--- src/rtl/blockmem_rd_arb.sv ---
// ---------------------------------------------------------------------------
// blockmem_rd_arb
//
// Round-robin arbiter that shares the read port of a 2-port block memory
// (registered read, one cycle of latency) between G_NUM_REQ requesters.
// Each requester gets a valid/ready request channel and a one-entry
// registered response channel. One instance sits in front of each memory,
// between the AXI read-side engines and the memory read port.
//
// Arbitration is combinational: the grant, mem_enb and mem_addrb all follow
// the request inputs in the same cycle. The read data is captured into the
// granted requester's response register on the edge after the memory read,
// so a request accepted in cycle T shows rsp_valid in cycle T+2.
//
// Ports
//   clk        clock for all logic and for the memory read port
//   rst        asynchronous, active-high reset
//   req_valid  per-requester read request
//   req_addr   packed word addresses, requester i at [i*AW +: AW]
//   req_ready  one-hot (or zero) grant; request accepted on valid & ready
//   rsp_valid  per-requester read data valid
//   rsp_data   packed read data, requester i at [i*DW +: DW]
//   rsp_ready  per-requester response accept
//   mem_enb    memory read enable
//   mem_addrb  memory read address
//   mem_doutb  memory read data, valid the cycle after mem_enb
// ---------------------------------------------------------------------------
module blockmem_rd_arb #(
    parameter  int G_MEMWIDTH  = 32,
    parameter  int G_MEMDEPTH  = 1024,
    parameter  int G_NUM_REQ   = 2,
    localparam int G_ADDRWIDTH = $clog2(G_MEMDEPTH),
    localparam int G_IDXWIDTH  = (G_NUM_REQ > 1) ? $clog2(G_NUM_REQ) : 1
) (
    input  logic                              clk,
    input  logic                              rst,
    input  logic [G_NUM_REQ-1:0]              req_valid,
    input  logic [G_NUM_REQ*G_ADDRWIDTH-1:0]  req_addr,
    output logic [G_NUM_REQ-1:0]              req_ready,
    output logic [G_NUM_REQ-1:0]              rsp_valid,
    output logic [G_NUM_REQ*G_MEMWIDTH-1:0]   rsp_data,
    input  logic [G_NUM_REQ-1:0]              rsp_ready,
    output logic                              mem_enb,
    output logic [G_ADDRWIDTH-1:0]            mem_addrb,
    input  logic [G_MEMWIDTH-1:0]             mem_doutb
);

    // Eligibility vector padded to a power of two so that it can be indexed
    // by a full G_IDXWIDTH-bit value without out-of-range selects.
    localparam int PAD_W = 1 << G_IDXWIDTH;

    // -----------------------------------------------------------------------
    // State
    // -----------------------------------------------------------------------
    logic [G_NUM_REQ-1:0]                 inflight_q, inflight_d;
    logic [G_NUM_REQ-1:0]                 rsp_valid_q, rsp_valid_d;
    logic [G_NUM_REQ-1:0][G_MEMWIDTH-1:0] rsp_data_q, rsp_data_d;
    logic [G_IDXWIDTH-1:0]                rr_ptr_q, rr_ptr_d;

    // -----------------------------------------------------------------------
    // Arbitration signals
    // -----------------------------------------------------------------------
    logic [G_NUM_REQ-1:0]  eligible;
    logic [PAD_W-1:0]      elig_pad;
    logic                  grant_any;
    logic                  grant_ok;
    logic [G_IDXWIDTH-1:0] grant_idx;
    logic [G_IDXWIDTH-1:0] cand_idx;

    // A requester may be granted only when it has no read in flight and its
    // response slot is free or is being emptied this very cycle. A stalled
    // response therefore only removes its own requester from the rotation.
    for (genvar gi = 0; gi < G_NUM_REQ; gi++) begin : g_elig
        assign eligible[gi] = req_valid[gi] & ~inflight_q[gi]
                            & (~rsp_valid_q[gi] | rsp_ready[gi]);
    end

    assign elig_pad = PAD_W'(eligible);

    // Round-robin search: start just after the last granted requester and
    // wrap; the first eligible one wins.
    always_comb begin
        grant_any = 1'b0;
        grant_idx = '0;
        cand_idx  = '0;
        for (int k = 1; k <= G_NUM_REQ; k++) begin
            cand_idx = G_IDXWIDTH'((int'(rr_ptr_q) + k) % G_NUM_REQ);
            if (!grant_any && elig_pad[cand_idx]) begin
                grant_any = 1'b1;
                grant_idx = cand_idx;
            end
        end
    end

    // No grant may escape while reset is asserted, even though the search
    // itself is purely combinational.
    assign grant_ok = grant_any & ~rst;

    for (genvar gi = 0; gi < G_NUM_REQ; gi++) begin : g_ready
        assign req_ready[gi] = grant_ok & (grant_idx == G_IDXWIDTH'(gi));
    end

    // -----------------------------------------------------------------------
    // Memory read port
    // -----------------------------------------------------------------------
    assign mem_enb = grant_ok;

    // req_ready is one-hot or zero, so an OR-of-selected mux is sufficient and
    // yields address zero when idle.
    always_comb begin
        mem_addrb = '0;
        for (int i = 0; i < G_NUM_REQ; i++) begin
            if (req_ready[i]) begin
                mem_addrb = req_addr[i*G_ADDRWIDTH +: G_ADDRWIDTH];
            end
        end
    end

    // -----------------------------------------------------------------------
    // Next-state logic
    // -----------------------------------------------------------------------
    // The grant vector is exactly the set of reads launched this cycle.
    assign inflight_d = req_ready;

    assign rr_ptr_d = grant_ok ? grant_idx : rr_ptr_q;

    // A capture and a consume on the same edge resolve in favour of the
    // capture: the new data replaces the consumed word and stays valid.
    always_comb begin
        rsp_valid_d = rsp_valid_q;
        rsp_data_d  = rsp_data_q;
        for (int i = 0; i < G_NUM_REQ; i++) begin
            if (inflight_q[i]) begin
                rsp_valid_d[i] = 1'b1;
                rsp_data_d[i]  = mem_doutb;
            end else if (rsp_valid_q[i] && rsp_ready[i]) begin
                rsp_valid_d[i] = 1'b0;
            end
        end
    end

    // -----------------------------------------------------------------------
    // Registers
    // -----------------------------------------------------------------------
    // rr_ptr resets to the last index so that requester 0 is searched first.
    // Reset also discards any read in flight; its data is never captured.
    always_ff @(posedge clk or posedge rst) begin
        if (rst) begin
            inflight_q  <= '0;
            rsp_valid_q <= '0;
            rsp_data_q  <= '0;
            rr_ptr_q    <= G_IDXWIDTH'(G_NUM_REQ - 1);
        end else begin
            inflight_q  <= inflight_d;
            rsp_valid_q <= rsp_valid_d;
            rsp_data_q  <= rsp_data_d;
            rr_ptr_q    <= rr_ptr_d;
        end
    end

    assign rsp_valid = rsp_valid_q;
    assign rsp_data  = rsp_data_q;

endmodule

--- config.mk ---
export PLATFORM = sky130hd
export DESIGN_NAME = blockmem_rd_arb
export DESIGN_NICKNAME = d
export VERILOG_FILES = /design/src/rtl/blockmem_rd_arb.sv
export SDC_FILE = /design/constraint.sdc
export NUM_CORES = 1
export LEC_CHECK = 0
export ABC_CLOCK_PERIOD_IN_PS = 4000
export CAP_MARGIN = 20
export CORE_MARGIN = 2
export CORE_UTILIZATION = 44
export CTS_CLUSTER_SIZE = 20
export DETAILED_ROUTE_END_ITERATION = 7
export HOLD_SLACK_MARGIN = 0.06
export PLACE_DENSITY = 0.88
export SLEW_MARGIN = 20
export SYNTH_ARGS = -nofsm -noshare
export SYNTH_HDL_FRONTEND = slang
export SYNTH_SLANG_ARGS = --single-unit
--- constraint.sdc ---
create_clock -name clk -period 4 [get_ports clk]
set_clock_uncertainty 0.1 [all_clocks]
set_input_delay 0.6 -clock clk [delete_from_list [all_inputs] [get_ports clk]]
set_output_delay 0.6 -clock clk [all_outputs]
set_load 0.005 [all_outputs]
==> results.md <==
- CTS Buf Count: 9
- Number of antenna violations at the first check in global routing: 0
- Detail Route Antenna Nets: 0
- RSZ-0062 raised after global routing: no
- Crit path capture type: output port
- RR Endpoint: inflight_q[1]
- Estimated wirelength of the detail-placed design: 4922 um
- Share of cells above drive strength 1: 32.44%
- TritonRoute pass-1 iters: 4
- Placer's final routability congestion estimate: 0.8831
- Initial DRC count: 79
- Final hold violations: 0
- Clk Latency, worst-skew pair: 0.33 ns
- Final setup vio count: 0
- FF-to-FF Start: inflight_q[0]
- Max cap viols: 0
- Final min period: 3.376 ns
- DR WL/cell: 16.59 um
- Vias: approximately 2100
- Clk slew on worst S/H paths: 0.07 ns
- Maximum VDD drop: 0.3698 mV
- # DRC: 0
- Final Slew Violations: 0
- Setup crit start: req_valid[0]
- Die Span Y: between 80 and 90 um
- R2R cell count: 3
- CTS tree: done
- Post-synthesis cell area: between 0.002 and 0.003 mm^2
- Fmax: 296.2 MHz
- Startpoint Class: input pin
- Final instance area: 0.004513 mm^2
- Die Footprint: 0.007299 mm^2
- Setup Buffers After CTS: 0
- CP Data Required Time: about 3.3 ns
- WL final: 6852 um
- Synth Instances: 194
- Sequential fraction of the synthesis area: slightly below 60%
- Fin crit share: 84.41%
- GRT Overall Usage: 19.72%
- Synth warnings: 0
- Synth Area per Inst: around 15 um^2
- Post-synth net total: 252
- Critical Path Max Stage Delay: 0.48 ns
- Port bufs: ~140
- Worst-path cell chain: clkdlybuf4s50_1, nor2b_4, nand3_1, and3_1, clkdlybuf4s50_1
- Leak pwr: 1.810 nW
- Clk root buf: clkbuf_8
- Area post-placement: 0.004303 mm^2
- Fill count: 454
- Worst-Margin Slew: 0.8629 ns
- Unique masters post-synth: 22
- Worst setup path end: req_ready[1]
- Reg-to-reg slack, setup: 2.23 ns
- Initial Util: 45.69%
- Die W: around 85 um
- Outcome: finished, final reports clean
- Slowest cell on the critical path: nand3_1
- Critical path class: input pin to output port
- Final nets: approximately 400
- CTS Hold Bufs: 0
- Setup TNS: 0 ns
- Crit-path most repeated cell: clkdlybuf4s50_1
- Global-route wire length before repair: 11030 um
- Hold/Removal Path Class: flip-flop to flip-flop
- Total grt overflow: 0
- Vias in the first global route: 2272
- CP max FO: 12
- Htree depth: 3
- Vias per Instance: 5.099
- Clk buf depth: 2
- Max_slew headroom: 42.47%
- Site row count: 29
- Largest net degree at the start of global routing: 70
- CTS resizes: 0
- I/O Pins: 137
- Core area: 0.006386 mm^2
- Total power per unit cell area: 566.3 mW/mm^2
- Hold_ws: 0.4076 ns
- Clock sink count: 69
- Antenna diodes: 0
- Seq cells post-synth: 69
- Crit path DAT: 2.68 ns
- P&R area growth vs syn: 54.67%
## cell type report
| cell class | instances | area [um^2] | area share (%) |
|---|---|---|---|
| well taps | 77 | 96.34 | 2.135 |
| clock buffers | 11 | 151.4 | 3.355 |
| multi-input cells | 110 | 1084 | 24.01 |
| inverters | 1 | 3.754 | 0.08317 |
| clock inverters | 5 | 58.81 | 1.303 |
| flip-flops and latches | 69 | 1728 | 38.29 |
| repair buffers | 140 | 1391 | 30.83 |
## cells by family after synthesis
kind of cell    synth area share, %
compound gates                3.602
flops                         59.22
simple gates                  8.834
buf+inv                       3.645
mux                           24.70
## worst min path at each step
stage	endpoint	cells after the start	slack (ns)	from
after detailed placement	rsp_data[11]	1	0.39	rsp_data[11]
final	rsp_data[31]	1	0.41	rsp_data[31]
after CTS	rsp_data[31]	1	0.41	rsp_data[31]
after floorplan	rr_ptr_q	2	0.38	rr_ptr_q
after global routing	rsp_data[33]	1	0.43	rsp_data[33]
after global placement	rsp_data[31]	1	0.39	rsp_data[31]
## synth_stat cells (all sizes together)
cell    instances  area, um^2
a21oi          11       92.58
and2            1       8.760
and3            1       6.260
buf            14       102.6
dfrtp          68        1702
dfstp           1       26.28
inv             1       3.750
mux2           64       720.7
nand2           2       7.510
nand2b          4       25.02
nand3          11       105.1
nand3b          1       7.510
nand4          10       62.56
nor2b           2       27.53
nor3b           1       7.510
o21ai           1       5.000
o31ai           1       7.510
## per-layer routing
metal  routed length (um)  part of all wire [%]  vias up  track usage [%]
met3                  630                   9.2       12            7.101
met5                    0                     0        -                0
met2                 3397                    50       99            32.88
li1                     -                     -      972                -
met1                 2704                    39     1023            23.33
met4                  119                   1.7        0            7.648
## cells in the final DEF (no fill, tap or decap)
| cell type | synthesis | layout |
|---|---|---|
| nand2_1 | 2 | 2 |
| a21oi_1 | 1 | 1 |
| and3_1 | 1 | 1 |
| nand4_1 | 10 | 10 |
| dfstp_2 | 1 | 1 |
| clkinvlp_4 | 0 | 2 |
| clkinv_4 | 0 | 1 |
| clkdlybuf4s50_1 | 0 | 136 |
| o31ai_1 | 1 | 1 |
| o21ai_0 | 1 | 1 |
| clkinv_2 | 0 | 1 |
| mux2_2 | 64 | 64 |
| nand3_2 | 10 | 10 |
| dfrtp_1 | 68 | 68 |
| nand3_1 | 1 | 1 |
| buf_4 | 2 | 4 |
| nand3b_1 | 1 | 1 |
| nor2b_4 | 2 | 2 |
| nor3b_1 | 1 | 1 |
| inv_2 | 0 | 1 |
| clkbuf_8 | 0 | 11 |
| and2_4 | 1 | 1 |
| a21oi_2 | 10 | 10 |
| bufinv_16 | 0 | 1 |
| nand2b_1 | 4 | 4 |
## critical path, delay by kind of cell
family	cells	cell delay, ns
and+or+nand+nor	3	1.16
buffers and inverters	2	0.91
## power breakdown
| group | total, W | leakage [nW] | switching (W) | internal (W) |
|---|---|---|---|---|
| sequential | 0.00105 | 0.814 | 0.000117 | 0.000931 |
| combinational | 0.000930 | 0.894 | 0.000286 | 0.000644 |
| clock | 0.000577 | 0.102 | 0.000256 | 0.000322 |
| total | 0.00256 | 1.81 | 0.000659 | 0.00190 |
## sequential cells by signal (all words and copies together) (netlist names)
name,cells
inflight_q,2
rr_ptr_q,1
rsp_data,64
rsp_valid,2
## per-stage QoR
stage	instances	util [%]	total power [W]	setup slack, ns
floorplan	194	-	0.001397	0.8805
global placement	397	67.38	0.001971	0.6788
detailed placement	397	67.38	0.002004	0.6412
CTS	413	70.67	0.002595	0.6357
global route	413	70.67	0.002701	0.4732
finish	413	70.67	0.002556	0.6235
Power figures use the tool's default switching activity.
